File: config.mk
export PLATFORM = sky130hd
export DESIGN_NAME = lcd_timing_gen
export DESIGN_NICKNAME = d
export VERILOG_FILES = /design/src/rtl/lcd_timing_pkg.sv /design/src/rtl/lcd_axis_counter.sv /design/src/rtl/lcd_timing_gen.sv
export SDC_FILE = /design/constraint.sdc
export NUM_CORES = 1
export LEC_CHECK = 0
export ABC_CLOCK_PERIOD_IN_PS = 6000
export CORE_MARGIN = 2
export CORE_UTILIZATION = 60
export CTS_BUF_LIST = sky130_fd_sc_hd__clkbuf_4 sky130_fd_sc_hd__clkbuf_8
export CTS_CLUSTER_SIZE = 8
export DETAILED_ROUTE_END_ITERATION = 16
export GPL_TIMING_DRIVEN = 1
export PLACE_DENSITY_LB_ADDON = 0.1
export SLEW_MARGIN = 0
export SYNTH_ARGS = -nofsm -noshare
export SYNTH_HDL_FRONTEND = slang
export SYNTH_SLANG_ARGS = --single-unit
File: constraint.sdc
create_clock -name rgb_clk -period 6 [get_ports rgb_clk]
set_input_delay 0.9 -clock rgb_clk [delete_from_list [all_inputs] [get_ports rgb_clk]]
set_output_delay 0.9 -clock rgb_clk [all_outputs]
set_load 0.05 [all_outputs]
File: src/rtl/lcd_timing_pkg.sv
// Shared types and panel defaults for the LCD raster timing generator.
package lcd_timing_pkg;

   // Phase of one raster axis, in the order it is traversed.
   typedef enum logic [1:0] {
      SYNC   = 2'd0,
      BPORCH = 2'd1,
      ACTIVE = 2'd2,
      FPORCH = 2'd3
   } phase_t;

   // Default timing for the 480x272 panel.
   localparam int DEF_H_ACTIVE = 480;
   localparam int DEF_H_FP     = 2;
   localparam int DEF_H_SYNC   = 41;
   localparam int DEF_H_BP     = 2;
   localparam int DEF_V_ACTIVE = 272;
   localparam int DEF_V_FP     = 2;
   localparam int DEF_V_SYNC   = 10;
   localparam int DEF_V_BP     = 2;
   localparam int DEF_CW       = 10;

   // Counter width able to hold total-1, never narrower than 10 bits.
   function automatic int cnt_width(input int total);
      int w;
      w = $clog2(total);
      if (w < 10) w = 10;
      return w;
   endfunction

endpackage

File: src/rtl/lcd_axis_counter.sv
// One raster axis: position counter plus the SYNC/BPORCH/ACTIVE/FPORCH phase FSM.
// The counter and phase advance only when en is high; wrap flags the last count.
module lcd_axis_counter
   import lcd_timing_pkg::*;
#(
   parameter int SYNC_LEN = DEF_H_SYNC,
   parameter int BP_LEN   = DEF_H_BP,
   parameter int ACT_LEN  = DEF_H_ACTIVE,
   parameter int FP_LEN   = DEF_H_FP,
   parameter int W        = cnt_width(SYNC_LEN + BP_LEN + ACT_LEN + FP_LEN)
) (
   input  logic         clk,
   input  logic         rst,
   input  logic         en,
   output logic [W-1:0] cnt,
   output logic [1:0]   phase,
   output logic         wrap
);

   localparam int TOTAL = SYNC_LEN + BP_LEN + ACT_LEN + FP_LEN;
   localparam logic [W-1:0] LAST     = W'(TOTAL - 1);
   localparam logic [W-1:0] SYNC_END = W'(SYNC_LEN - 1);
   localparam logic [W-1:0] BP_END   = W'(SYNC_LEN + BP_LEN - 1);
   localparam logic [W-1:0] ACT_END  = W'(SYNC_LEN + BP_LEN + ACT_LEN - 1);

   if (SYNC_LEN < 1 || BP_LEN < 1 || FP_LEN < 1 || ACT_LEN < 1) begin : g_len_chk
      $error("lcd_axis_counter: every sync/porch/active length must be >= 1");
   end

   phase_t state, state_nxt;

   assign wrap  = en && (cnt == LAST);
   assign phase = state;

   // Position counter: 0..TOTAL-1, wrapping back to 0.
   always_ff @(posedge clk) begin
      if (rst)
         cnt <= '0;
      else if (en)
         cnt <= wrap ? '0 : cnt + W'(1);
   end

   // Phase state register.
   always_ff @(posedge clk) begin
      if (rst)
         state <= SYNC;
      else
         state <= state_nxt;
   end

   // Next phase: move on when the counter sits on the last count of the current phase.
   always_comb begin
      state_nxt = state;
      if (en) begin
         case (state)
            SYNC:    if (cnt == SYNC_END) state_nxt = BPORCH;
            BPORCH:  if (cnt == BP_END)   state_nxt = ACTIVE;
            ACTIVE:  if (cnt == ACT_END)  state_nxt = FPORCH;
            FPORCH:  if (cnt == LAST)     state_nxt = SYNC;
            default:                      state_nxt = SYNC;
         endcase
      end
   end

endmodule

File: src/rtl/lcd_timing_gen.sv
// Raster timing for the parallel RGB LCD: HS, VS, DE, active x/y and
// line/frame start strobes, all registered one clock after the counter state.
module lcd_timing_gen
   import lcd_timing_pkg::*;
#(
   parameter int H_ACTIVE = DEF_H_ACTIVE,
   parameter int H_FP     = DEF_H_FP,
   parameter int H_SYNC   = DEF_H_SYNC,
   parameter int H_BP     = DEF_H_BP,
   parameter int V_ACTIVE = DEF_V_ACTIVE,
   parameter int V_FP     = DEF_V_FP,
   parameter int V_SYNC   = DEF_V_SYNC,
   parameter int V_BP     = DEF_V_BP,
   parameter bit HS_POL   = 1'b0,
   parameter bit VS_POL   = 1'b0,
   parameter int CW       = DEF_CW
) (
   input  logic          rgb_clk,
   input  logic          rgb_rst,
   output logic          rgb_hs,
   output logic          rgb_vs,
   output logic          rgb_de,
   output logic [CW-1:0] rgb_x,
   output logic [CW-1:0] rgb_y,
   output logic          line_start,
   output logic          frame_start
);

   localparam int HW = cnt_width(H_SYNC + H_BP + H_ACTIVE + H_FP);
   localparam int VW = cnt_width(V_SYNC + V_BP + V_ACTIVE + V_FP);

   if (H_ACTIVE > (1 << CW) || V_ACTIVE > (1 << CW)) begin : g_cw_chk
      $error("lcd_timing_gen: CW too narrow for H_ACTIVE/V_ACTIVE");
   end

   logic [HW-1:0] h_cnt;
   logic [VW-1:0] v_cnt;
   logic [1:0]    h_phase, v_phase;
   logic          h_wrap, v_wrap;

   lcd_axis_counter #(
      .SYNC_LEN (H_SYNC),
      .BP_LEN   (H_BP),
      .ACT_LEN  (H_ACTIVE),
      .FP_LEN   (H_FP),
      .W        (HW)
   ) u_h (
      .clk   (rgb_clk),
      .rst   (rgb_rst),
      .en    (1'b1),
      .cnt   (h_cnt),
      .phase (h_phase),
      .wrap  (h_wrap)
   );

   // The vertical axis steps once per line, on the horizontal wrap.
   lcd_axis_counter #(
      .SYNC_LEN (V_SYNC),
      .BP_LEN   (V_BP),
      .ACT_LEN  (V_ACTIVE),
      .FP_LEN   (V_FP),
      .W        (VW)
   ) u_v (
      .clk   (rgb_clk),
      .rst   (rgb_rst),
      .en    (h_wrap),
      .cnt   (v_cnt),
      .phase (v_phase),
      .wrap  (v_wrap)
   );

   logic [HW-1:0] h_off;
   logic [VW-1:0] v_off;
   logic          de_p0, line_p0, frame_top;
   logic [CW-1:0] x_p0, y_p0;

   assign h_off = h_cnt - HW'(H_SYNC + H_BP);
   assign v_off = v_cnt - VW'(V_SYNC + V_BP);

   // Decode of the current counter state, before the output register.
   always_comb begin
      de_p0 = (h_phase == ACTIVE) && (v_phase == ACTIVE);
      x_p0  = '0;
      y_p0  = '0;
      if (de_p0) begin
         x_p0 = CW'(h_off);
         y_p0 = CW'(v_off);
      end
      line_p0 = de_p0 && (x_p0 == '0);
   end

   // Top-of-frame flag: armed by reset and by the vertical wrap, cleared once
   // the first active line of the frame has started, so only y=0 raises frame_start.
   always_ff @(posedge rgb_clk) begin
      if (rgb_rst)
         frame_top <= 1'b1;
      else if (v_wrap)
         frame_top <= 1'b1;
      else if (line_p0)
         frame_top <= 1'b0;
   end

   // Output register: everything the panel and pixel source see is one clock behind the counters.
   always_ff @(posedge rgb_clk) begin
      if (rgb_rst) begin
         rgb_hs      <= ~HS_POL;
         rgb_vs      <= ~VS_POL;
         rgb_de      <= 1'b0;
         rgb_x       <= '0;
         rgb_y       <= '0;
         line_start  <= 1'b0;
         frame_start <= 1'b0;
      end else begin
         rgb_hs      <= (h_phase == SYNC) ? HS_POL : ~HS_POL;
         rgb_vs      <= (v_phase == SYNC) ? VS_POL : ~VS_POL;
         rgb_de      <= de_p0;
         rgb_x       <= x_p0;
         rgb_y       <= y_p0;
         line_start  <= line_p0;
         frame_start <= line_p0 && frame_top;
      end
   end

endmodule
==> results of run 1 <==
cell type report:
type                            count  share of cell area, %
Clock buffer                        6                   3.10
Multi-Input combinational cell    181                   44.5
Timing Repair Buffer               26                   9.78
Tap cell                           48                   2.26
Inverter                           16                   2.26
Clock inverter                      2                  0.470
Sequential cell                    50                   37.6
stage by stage:
stage          area, um2  total power, mW
2_1_floorplan       2330            0.378
3_3_place_gp        2570            0.387
3_5_place_dp        2570            0.389
4_1_cts             2660            0.588
5_1_grt             2660            0.606
6_report            2660            0.584
registers in the layout (all words and copies together) (netlist names):
signal       flops
line_start       1
rgb_vs           1
u_v.cnt         10
rgb_hs           1
rgb_y           10
u_h.cnt         10
u_h.phase        2
frame_top        1
frame_start      1
rgb_de           1
u_v.phase        2
rgb_x           10
placed cells by master (no fill, tap or decap), types with 4 or more instances in the layout:
master,Yosys,routed
and2_1,4,4
nand3_1,7,7
inv_1,16,16
nand2_1,19,19
nand4_1,6,6
nor3_1,5,5
dfxtp_1,50,50
clkdlybuf4s50_1,0,26
nor2_1,44,44
o21ai_0,4,4
xor2_1,17,17
a21oi_1,5,5
and3_1,8,8
xnor2_1,7,7
ha_1,16,16
clkbuf_8,0,6
where the power goes:
part / switching (mW) / total (mW) / internal, mW
clock: 0.111 / 0.203 / 0.0928
sequential: 0.00547 / 0.342 / 0.337
combinational: 0.0241 / 0.0390 / 0.0149
kinds of logic (layout without fill, tap and decap cells):
group           after synthesis  count (layout)  synth area share [%]
simple gates                107             107                  22.0
flops                        50              50                  42.9
compound gates               31              31                  9.98
buf+inv                      29              50                  6.23
xor+xnor                     24              24                  9.02
fa+ha+maj                    16              16                  8.59
mux                           3               3                  1.29
layer usage:
layer	global-route usage (%)	routed length [um]	part of all wire, %	vias up
met2	32.6	1780	42	45
met4	11.0	105	2.5	0
met1	29.7	2190	51	776
li1	-	-	-	905
met3	4.77	212	4.9	10
met5	0	0	0	-
final timing paths:
check | endpoint | depth (start not counted) | slack [ns]
worst max-delay path | rgb_x[2] | 1 | 3.63
worst min-delay path | frame_top | 1 | 0.46
worst max register to register | frame_top | 6 | 3.69
worst min register to register | frame_top | 1 | 0.46
==> flow_summary_export.csv, run 1 <==
group,metric,value,unit
clocking,cts_made_buffers,5,
clocking,cts.htree.levels,2,
timing,tns,0,ns
detailed_routing,drc,0,
timing,rsz0062_at_grt,"no",
logic_synthesis,synth_cell_types,42,
floorplan,num_rows,22,
hold_path,hold_path.class,"flop to flop",
logic_synthesis,ys_warn_count,0,
critical_path,critPathKind,"flop to output port",
place,hpwl,3000,um
detailed_routing,vias,1736,
detailed_routing,via_per_inst,5.28,
logic_synthesis,synth_flop_cell,"dfxtp_1",
clocking,clkTransAtPathRegs,0.09,ns
power,power_leakage,1.14,nW
detailed_routing,firstDrtPassIters,4,
grt,grtUsageTotal,21.9,%
logic_synthesis,seq_area_frac_synth,42.9,%
finish,final_util,72.2,%
logic_synthesis,syn_area_per_cell,8.97,um2
finish,layout-drive-gt1-share,4.98,%
logic_synthesis,synth_top_area_cell,"dfxtp_1",
grt,grt_first_pass_wirelength,7330,um
clocking,post_cts_buffers,0,
logic_synthesis,synth_most_common_cell,"dfxtp_1",
floorplan,die_h,66.3,um
finish,multiInputGateArea,0.00118,mm2
floorplan,die_w,66.3,um
power,powerDensity,220,mW/mm2
critical_path,path_delay_family,"buffers and inverters",
timing,slew_headroom,60.3,%
grt,grt_max_degree,16,
clocking,clk_latency,0.31,ns
floorplan,die-area,0.00440,mm2
timing,final_max_slew_viol_count,0,
critical_path,crit_path_start,"rgb_x[2]",
grt,grt_antenna_before_repair,0,
floorplan,core_area,0.00369,mm2
logic_synthesis,netlist_instances,260,
critical_path,arrival,1.47,ns
job,maxCapViolations,0,
critical_path,crit_required,5.10,ns
logic_synthesis,async_reset_ff_share,0,%
floorplan,io_pins,27,
detailed_routing,drtIter0Drc,129,
timing,fin_crit_sh,39.6,%
finish,num_antenna_cells,0,
timing,report.final.hold_viol_count,0,
critical_path,r2r_start,"u_h.cnt[0]",
finish,synthToLayoutAreaGrowth,14.2,%
detailed_routing,routed_wl,4280,um
logic_synthesis,synth_area,0.00233,mm2
critical_path,critPathBufInv,1,
timing,fin_crit,2.37,ns
clocking,clock_sinks,50,
clocking,cts_buffer_depth,2,
logic_synthesis,synth.net_count,278,
logic_synthesis,ys_top_cells_by_area,"dfxtp_1 (43%), ha_1 (8.6%), nor2_1 (7.1%)",
floorplan,start_util,63.2,%
place,dp_cells,321,
timing,finalWorstSetupSlack,3.63,ns
logic_synthesis,yosys_register_bits,50,
place,place.gp.congestion,0.867,
hold_path,min_from,"frame_top",
finish,layout.nets,298,
grt,first_global_vias,1627,
clocking,post_cts_resized,0,
clocking,ctsHoldBuffers,0,
finish,regArea,0.00100,mm2
logic_synthesis,synth_top_area_share,42.9,%
logic_synthesis,netlist_top_cells_count,"dfxtp_1 (50), nor2_1 (44), nand2_1 (19), xor2_1 (17)",
critical_path,slowest_delay,0.81,ns
grt,gr-total-overflow,0,
logic_synthesis,synth_edf_count,0,
detailed_routing,drtAntennaViolNets,0,
critical_path,cp_slowest_cell,"clkdlybuf4s50_1",
critical_path,critPathMaxFanout,1,
critical_path,startpoint_type,"flop",
timing,fin_skew,0.00827,ns
finish,fin_cells,329,
critical_path,end_kind,"output port",
place,io_buffers,26,
timing,fmax,421,MHz
finish,nFillCells,285,
place,pre_cts_ws,3.32,ns
power,ir_drop,169,uV
clocking,cts_root_buf,"clkbuf_8",
critical_path,crit_chain,"clkdlybuf4s50_1",
timing,tightest_slew,0.594,ns
run_status,status,"finished clean",
clocking,cts_tree,"done",
timing,finalSetupViolCount,0,
detailed_routing,wl_per_cell,13.0,um
timing,holdWs,0.463,ns
Power figures use the tool's default switching activity.
==> run 2: changes to the inputs <==
- ABC_CLOCK_PERIOD_IN_PS: 6000 -> 2210
- CORE_UTILIZATION: 60 -> 58
- clock period: 6 -> 2.21 ns (I/O delays scaled with it)
==> run 2 against run 1 <==
Clock power grew to 2.8 times the previous value. Worst setup slack lost 3.4 ns. Critical endpoint is now frame_top. Power grew to 2.8 times the previous value. Core utilization shrank 3.1 points.
==> flow_summary_export.csv, run 2 (synthesized netlist as in run 1, its figures left out) <==
group,metric,value,unit
clocking,ctsHoldBuffers,0,
critical_path,critPathBufInv,0,
timing,fmax,498,MHz
grt,grt_max_degree,17,
timing,final_max_slew_viol_count,0,
detailed_routing,via_per_inst,5.27,
detailed_routing,drtIter0Drc,91,
floorplan,die_h,67.4,um
detailed_routing,wl_per_cell,13.3,um
finish,layout.nets,305,
detailed_routing,firstDrtPassIters,5,
floorplan,io_pins,27,
timing,report.final.hold_viol_count,0,
timing,slew_headroom,65.5,%
critical_path,path_delay_family,"compound AO/OA/AOI/OAI gates",
clocking,cts_made_buffers,5,
floorplan,die_w,67.4,um
place,io_buffers,26,
critical_path,crit_required,2.42,ns
finish,synthToLayoutAreaGrowth,16.7,%
floorplan,start_util,59.1,%
critical_path,startpoint_type,"flop",
detailed_routing,vias,1781,
clocking,post_cts_resized,0,
finish,layout-drive-gt1-share,7.64,%
power,power,1.61,mW
power,ir_drop,365,uV
finish,num_antenna_cells,0,
critical_path,crit_chain,"ha_1 > xor2_1 > or4b_1 > a211oi_1 > o211ai_1 > a21o_1",
critical_path,arrival,2.22,ns
grt,grtUsageTotal,21.9,%
critical_path,critPathMaxFanout,6,
timing,fin_crit,2.01,ns
power,power_leakage,1.18,nW
finish,final_util,69.0,%
clocking,cts_root_buf,"clkbuf_8",
timing,tightest_slew,0.516,ns
timing,tns,0,ns
timing,rsz0062_at_grt,"no",
finish,final_cell_mix,"dfxtp_1 (49), nor2_1 (44), clkdlybuf4s50_1 (26)",
detailed_routing,drtAntennaViolNets,0,
floorplan,core_area,0.00394,mm2
finish,final_common_cell,"dfxtp_1",
clocking,cts_tree,"done",
finish,multiInputGateArea,0.00118,mm2
timing,finalSetupViolCount,0,
clocking,cts.htree.levels,2,
clocking,clkTransAtPathRegs,0.09,ns
grt,grt_antenna_before_repair,0,
critical_path,critPathKind,"flop to flop",
critical_path,slowest_delay,0.45,ns
finish,regArea,0.00100,mm2
detailed_routing,drc,0,
critical_path,r2r_setup_slack,0.20,ns
hold_path,min_delay_path_depth,1,
critical_path,cp_slowest_cell,"or4b_1",
floorplan,num_rows,23,
floorplan,die-area,0.00454,mm2
power,powerDensity,591,mW/mm2
critical_path,crit_cells,6,
grt,first_global_vias,1554,
clocking,cts_buffer_depth,2,
finish,nFillCells,338,
critical_path,reg2reg_depth,6,
critical_path,end_kind,"flop",
place,place.gp.congestion,0.810,
clocking,clk_latency,0.31,ns
detailed_routing,routed_wl,4490,um
clocking,post_cts_buffers,0,
timing,holdWs,0.458,ns
grt,gr-total-overflow,0,
grt,grt_first_pass_wirelength,7310,um
place,pre_cts_ws,0.138,ns
timing,fin_skew,0.00656,ns
timing,finalWorstSetupSlack,0.201,ns
clocking,clock_sinks,50,
timing,fin_crit_sh,90.9,%
place,hpwl,3280,um
run_status,status,"finished clean",
job,maxCapViolations,0,
hold_path,hold_path.class,"flop to flop",
[run 2: power breakdown]
part | switching, mW | total, mW | internal [mW]
Clock | 0.310 | 0.568 | 0.258
Sequential | 0.0138 | 0.928 | 0.914
Combinational | 0.0679 | 0.113 | 0.0455
Total | 0.392 | 1.61 | 1.22
[run 2: worst paths after layout]
| kind | from | endpoint |
|---|---|---|
| setup / recovery | u_h.cnt[1] | frame_top |
| hold / removal | frame_top | frame_top |
| hold reg to reg | frame_top | frame_top |
| setup reg to reg | u_h.cnt[1] | frame_top |
[run 2: stage by stage]
stage / area [um2] / instances
floorplan: 2330 / 260
global placement: 2620 / 330
detailed placement: 2620 / 330
CTS: 2720 / 338
global route: 2720 / 338
finish: 2720 / 338
[run 2: worst register-to-register path: stages, from the launching register on]
cell,delay (ns)
dfxtp_1,0.44
ha_1,0.24
xor2_1,0.21
or4b_1,0.45
a211oi_1,0.22
o211ai_1,0.16
a21o_1,0.20
[run 2: final cells by class]
| class | instances | share of cell area (%) |
|---|---|---|
| Sequential cell | 50 | 36.8 |
| Tap cell | 50 | 2.30 |
| Inverter | 16 | 2.21 |
| Multi-Input combinational cell | 181 | 43.5 |
| Clock buffer | 6 | 3.03 |
| Clock inverter | 2 | 0.598 |
| Timing Repair Buffer | 33 | 11.5 |
[run 2: routing by layer]
| layer | vias up | global-route usage [%] | routed length (um) |
|---|---|---|---|
| met5 | - | 0 | 0 |
| met4 | 0 | 6.63 | 55 |
| met3 | 7 | 6.33 | 272 |
| met2 | 47 | 32.5 | 1880 |
| met1 | 807 | 30.8 | 2280 |
| li1 | 920 | - | - |
